### src/rtl/lfsr_prng.sv
// lfsr_prng: parametrised Fibonacci LFSR word generator with a valid/ready output.
// The LFSR shifts left and the feedback (parity of state & TAPS) enters bit 0.
// Each output word is taken after STEPS shifts. The generator holds the word
// until the consumer accepts it.
// Optional feature: define LFSR_WRAP_DET_EN to add a stored-seed register.
// With it, wrap_o pulses when the sequence returns to the last loaded seed.
// Without it, wrap_o is tied to 0.
module lfsr_prng #(
  parameter int               WIDTH = 32,
  parameter logic [WIDTH-1:0] TAPS  = WIDTH'(32'h088C_8892),
  parameter logic [WIDTH-1:0] SEED  = WIDTH'(32'h00BC_3328),
  parameter int               OUT_W = 32,
  parameter int               STEPS = 32
) (
  input  logic             clk_i,
  input  logic             reset_i,
  input  logic             en_i,
  input  logic             seed_load_i,
  input  logic [WIDTH-1:0] seed_i,
  output logic             word_valid_o,
  input  logic             word_ready_i,
  output logic [OUT_W-1:0] word_o,
  output logic [WIDTH-1:0] state_o,
  output logic             wrap_o
);

  typedef enum logic {FILL, VALID} fsm_t;

  localparam logic [7:0] LAST_STEP = 8'(STEPS - 1);

  fsm_t             fsm;
  logic [7:0]       step_cnt;
  logic [WIDTH-1:0] state;
  logic [WIDTH-1:0] next_state;
  logic [WIDTH-1:0] load_value;

  assign next_state = {state[WIDTH-2:0], ^(state & TAPS)};
  // A zero seed would lock the LFSR at zero, so it falls back to SEED.
  assign load_value = (seed_i == '0) ? SEED : seed_i;
  assign state_o    = state;

  // State, step counter, FSM and the registered word/valid outputs.
  always_ff @(posedge clk_i or posedge reset_i) begin
    if (reset_i) begin
      state        <= SEED;
      step_cnt     <= '0;
      fsm          <= FILL;
      word_valid_o <= 1'b0;
      word_o       <= '0;
    end else if (seed_load_i) begin
      // A reseed discards any partial word.
      // A handshake in this cycle still counts as taken.
      state        <= load_value;
      step_cnt     <= '0;
      fsm          <= FILL;
      word_valid_o <= 1'b0;
    end else begin
      case (fsm)
        FILL: begin
          if (en_i) begin
            state <= next_state;
            if (step_cnt == LAST_STEP) begin
              step_cnt     <= '0;
              word_o       <= next_state[OUT_W-1:0];
              word_valid_o <= 1'b1;
              fsm          <= VALID;
            end else begin
              step_cnt <= step_cnt + 8'd1;
            end
          end
        end
        VALID: begin
          // The word is frozen until accepted; no step in the handshake cycle.
          if (word_ready_i) begin
            word_valid_o <= 1'b0;
            fsm          <= FILL;
          end
        end
        default: fsm <= FILL;
      endcase
    end
  end

`ifdef LFSR_WRAP_DET_EN
  logic [WIDTH-1:0] seed_reg;
  logic             step_fire;

  assign step_fire = !seed_load_i && (fsm == FILL) && en_i;

  // Remember the last seed; flag the step that lands back on it.
  always_ff @(posedge clk_i or posedge reset_i) begin
    if (reset_i) begin
      seed_reg <= SEED;
      wrap_o   <= 1'b0;
    end else if (seed_load_i) begin
      seed_reg <= load_value;
      wrap_o   <= 1'b0;
    end else begin
      wrap_o <= step_fire && (next_state == seed_reg);
    end
  end
`else
  assign wrap_o = 1'b0;
`endif

endmodule

### config.mk
export PLATFORM = sky130hd
export DESIGN_NAME = lfsr_prng
export DESIGN_NICKNAME = d
export VERILOG_FILES = /design/src/rtl/lfsr_prng.sv
export SDC_FILE = /design/constraint.sdc
export NUM_CORES = 1
export LEC_CHECK = 0
export BUFFER_PORTS_ARGS = -buffer_cell sky130_fd_sc_hd__buf_2
export CORE_MARGIN = 5
export CORE_UTILIZATION = 36
export DETAILED_ROUTE_END_ITERATION = 6
export GPL_TIMING_DRIVEN = 0
export SYNTH_ARGS = -nofsm -noshare
export SYNTH_HDL_FRONTEND = slang
export SYNTH_SLANG_ARGS = --single-unit
export TNS_END_PERCENT = 5
### constraint.sdc
create_clock -name clk_i -period 2.53 [get_ports clk_i]
set_input_delay 0.1265 -clock clk_i [delete_from_list [all_inputs] [get_ports clk_i]]
set_output_delay 0.1265 -clock clk_i [all_outputs]
set_load 0.02 [all_outputs]
==> reports/results.txt <==
The run finished with clean final reports. The die is 111 microns wide. The worst setup path is of the reg -> reg kind.

The simple-gate share of the synthesized area is 0.113. The later pin in the worst-skew pair is clocked with a latency of 0.35 ns. The clock net in this run drives a total of 74 sinks. The run gives 0 as the count of maximum capacitance violations. The count of placed standard cells in the final layout, fillers left out is 594, and the count of pins over their slew limit is 0. The number of nets in the layout was 494; the number of buffers added on ports was 101.

The run gives 328 as the synthesized netlist cell count. The type of element capturing the critical path is a register. Synthesis produced a netlist with a net count of 366. The first detailed-routing pass ran for 4 iterations. The initialized floorplan defines 36 standard-cell rows. The arrival time of the worst setup path was 2.63 ns; the post-synthesis compound-gate area fraction was 0.0800. Entering global routing, the biggest net connects 69 pins. The floorplan step defined a die boundary enclosing 0.0122 sq mm. For this run the aggregate overflow at the end of global routing stands at 0.

The first global-routing pass estimated 16.1 mm of wire. Clock tree synthesis inserted a total of 9 buffers. The switching power summed over all nets is 0.000820 W, and the share of the cycle needed by the critical path after routing is 0.950. The total internal power was 0.00216 W; the largest incremental delay on the critical path was 0.52 ns.

The synthesized design contains 0 enable-type register cells. The share of the synthesized area in the top cell type was 0.433; the critical path required time was 2.76 ns. The tools report the kind of launch point of the worst setup path as a register. The initial standard-cell utilization of the core is 0.371, and the relative contribution of the clock network to total power is 0.379. The fraction of synthesis flops using an asynchronous set or reset pin works out to 1.00. Yosys printed 0 warnings. The worst-case IR drop observed on VDD is 0.000325 V. The synthesized design spends more area on one cell type than any other, namely dfrtp_1. Once detail routing completed, the nets flagged for antenna violations numbered 0. Summing internal, switching and leakage power gives 0.00298 W. The relative max-transition margin is 0.521, and the xor and xnor fraction of the mapped netlist area is 0.0302.

For the utilization after layout, the log shows 0.482. The maximum fanout along the worst path works out to 10. Last weighted congestion value of the routability-driven placer: 0.863. Setup repair after global routing left no endpoint under its margin. The layout overhead on the synthesized area came out at 30.1%. The final-report setup violation count is 0. The switching share of power works out to 0.275. Yosys instantiated no cell more often than dfrtp_1.

In this run the standard cell core region covers 0.00982 sq mm. The height of the chip was 111 microns; the number of global-route vias before repair was 3019. The transition time at the pin with the least slew margin was 0.718 ns. The adder and majority cell fraction of the synthesized area was 0.00344. The signal on the critical path passes through ha_1, or4b_4, nor4_4, buf_6, mux2_2.

The clock edge transition at the registers on the reported setup and hold paths is 0.09 ns. The run gives 0.512 as the register area share after synthesis. The time the final worst path needs with I/O delays and setup is 2.40 ns. The maximum buffer depth of the clock tree was 2; the ratio of routed vias to standard cells was 4.88. In this run the static leakage power is 2.40 nW. The slowest stage of the critical path is the or4b_4 cell. By count the netlist is led by dfrtp_1 (63), buf_4 (32), mux2_2 (32), nand2_1 (28), mux2i_1 (21).

The most used flip-flop cell after synthesis is dfrtp_1. The layout cell share with drive strength beyond 1 came out at 0.438. The run gives 563 as the cell total after placement. The average instance area after synthesis is 11.1 sq um, and the post-route DRC violation count is 0.

The total power density per cell area is 629 mW/mm^2, and the placed wire-length estimate after detailed placement is 6.95 mm. Buffers added to address setup during post-CTS repair amount to 0. Global routing usage summed across all routing layers: 0.161. Fill cells in the final layout number 952. Derived from the worst setup path, the maximum achievable clock frequency is 416 MHz. The mux cell area share after synthesis came out at 0.157. The combinational family with the most area after synthesis was multiplexers. The class of the tightest hold or removal check is in -> reg. In this run, post-CTS repair resized a total of 0 instances. The sequential cell fraction of total power was 0.448; the number of inserted diodes was 0. The tools report the via count of the routed design as 2897. The clock tree synthesis step divided the H-tree into 3 levels. Summed over all layers, the routed wires come to 9.73 mm.

The mapped cell area was 0.00364 sq mm; the count of hold buffers inserted by post-cts repair was 15. For this block, the initial DRC count from the detailed router was 154. For the count of cell types in the netlist, the log shows 37.

The cell sitting at the root of the clock tree is a clkbuf_8. For the final database, setup skew stands at 0.0108 ns. TritonCTS built the clock tree.

Total of flip-flops plus latches after synthesis: 74. The run gives 0 as the initial antenna violation count. Average routed wire per standard cell: 16.4 microns. Sorting the synthesized cells by area gives the leading types as dfrtp_1 (43%), mux2_2 (9.9%), dfstp_2 (7.9%). The number of failing hold endpoints at the final stage is 0. The combinational share of power came out at 0.172.

For this design the top-level I/O count stands at 103.
[layout by cell type (no fill, tap or decap), drive strengths merged, types with 4 or more instances in the layout]
cell type    count
nor4            10
buf            139
a21oi            5
clkbuf          23
mux2            32
nand3            4
dfrtp           63
o21ai           20
dfstp           11
xnor2            7
nor2             8
dlygate4sd3     15
mux2i           21
a211oi          11
nand2           28
inv             12
and2            11
a31oi           11
[layout make-up]
type                            instances  area (sq um)  area share
Buffer                                 50           332      0.0700
Clock buffer                           10           128      0.0269
Clock inverter                          6           115      0.0243
Inverter                               12          47.5      0.0100
Multi-Input combinational cell        192          1400       0.296
Sequential cell                        74          1870       0.394
Tap cell                              133           166      0.0351
Timing Repair Buffer                  117           683       0.144
[power groups by stage]
stage / Clock, W / Combinational (W) / Sequential [W]
final: 0.00113 / 0.000513 / 0.00134
after global routing: 0.00121 / 0.000557 / 0.00135
after CTS: 0.00115 / 0.000520 / 0.00133
after detailed placement: 0 / 0.000500 / 0.00136
after global placement: 0 / 0.000490 / 0.00135
after floorplan: 0 / 0.000349 / 0.00133
[state kept, by name, summed over array words and instances (netlist names)]
name	cells
word_valid_o	1
step_cnt	8
fsm	1
state_o	32
word_o	32
[layer usage]
| layer | wire [microns] | part of all wire | global-route usage |
|---|---|---|---|
| met3 | 597 | 0.061 | 0.0427 |
| met2 | 4510 | 0.46 | 0.247 |
| met5 | 0 | 0 | 0 |
| met4 | 212 | 0.022 | 0.0575 |
| met1 | 4420 | 0.45 | 0.220 |
[logic make-up after synthesis]
family,Yosys count
other cells,1
flops,74
mux,53
fa+ha+maj,1
compound gates,49
buf+inv,62
xor+xnor,11
simple gates,77
[path summary, 6_finish.rpt]
kind	start	end	slack (ns)	cells past startpoint
min in group asynchronous	reset_i	word_o[29]	0.19	3
worst max-delay path	step_cnt[0]	word_o[5]	0.13	5
worst max register to register	step_cnt[0]	word_o[5]	0.13	5
worst min register to register	word_o[14]	word_o[14]	0.51	1
max in group asynchronous	reset_i	state_o[8]	1.72	4
worst min-delay path	seed_i[1]	state_o[1]	0.008	3
[worst max-delay path: cells and delay by family (launching register included)]
family | cells | cell delay (ns)
fa+ha+maj | 1 | 0.25
simple gates | 2 | 1.04
buf+inv | 1 | 0.25
flops | 1 | 0.41
mux | 1 | 0.34
[per-stage QoR]
step | TNS, ns | cell area (sq um) | hold WS, ns | worst slack [ns]
2_1_floorplan | 0 | 3640 | 0.239 | 0.493
3_3_place_gp | -30.56 | 4310 | 0.351 | -0.489
3_5_place_dp | 0 | 4340 | 0.0241 | 0.112
4_1_cts | 0 | 4740 | 0.00103 | 0.105
5_1_grt | 0 | 4740 | 0.000593 | 0.00761
6_report | 0 | 4740 | 0.00817 | 0.128
Power figures use the tool's default switching activity.
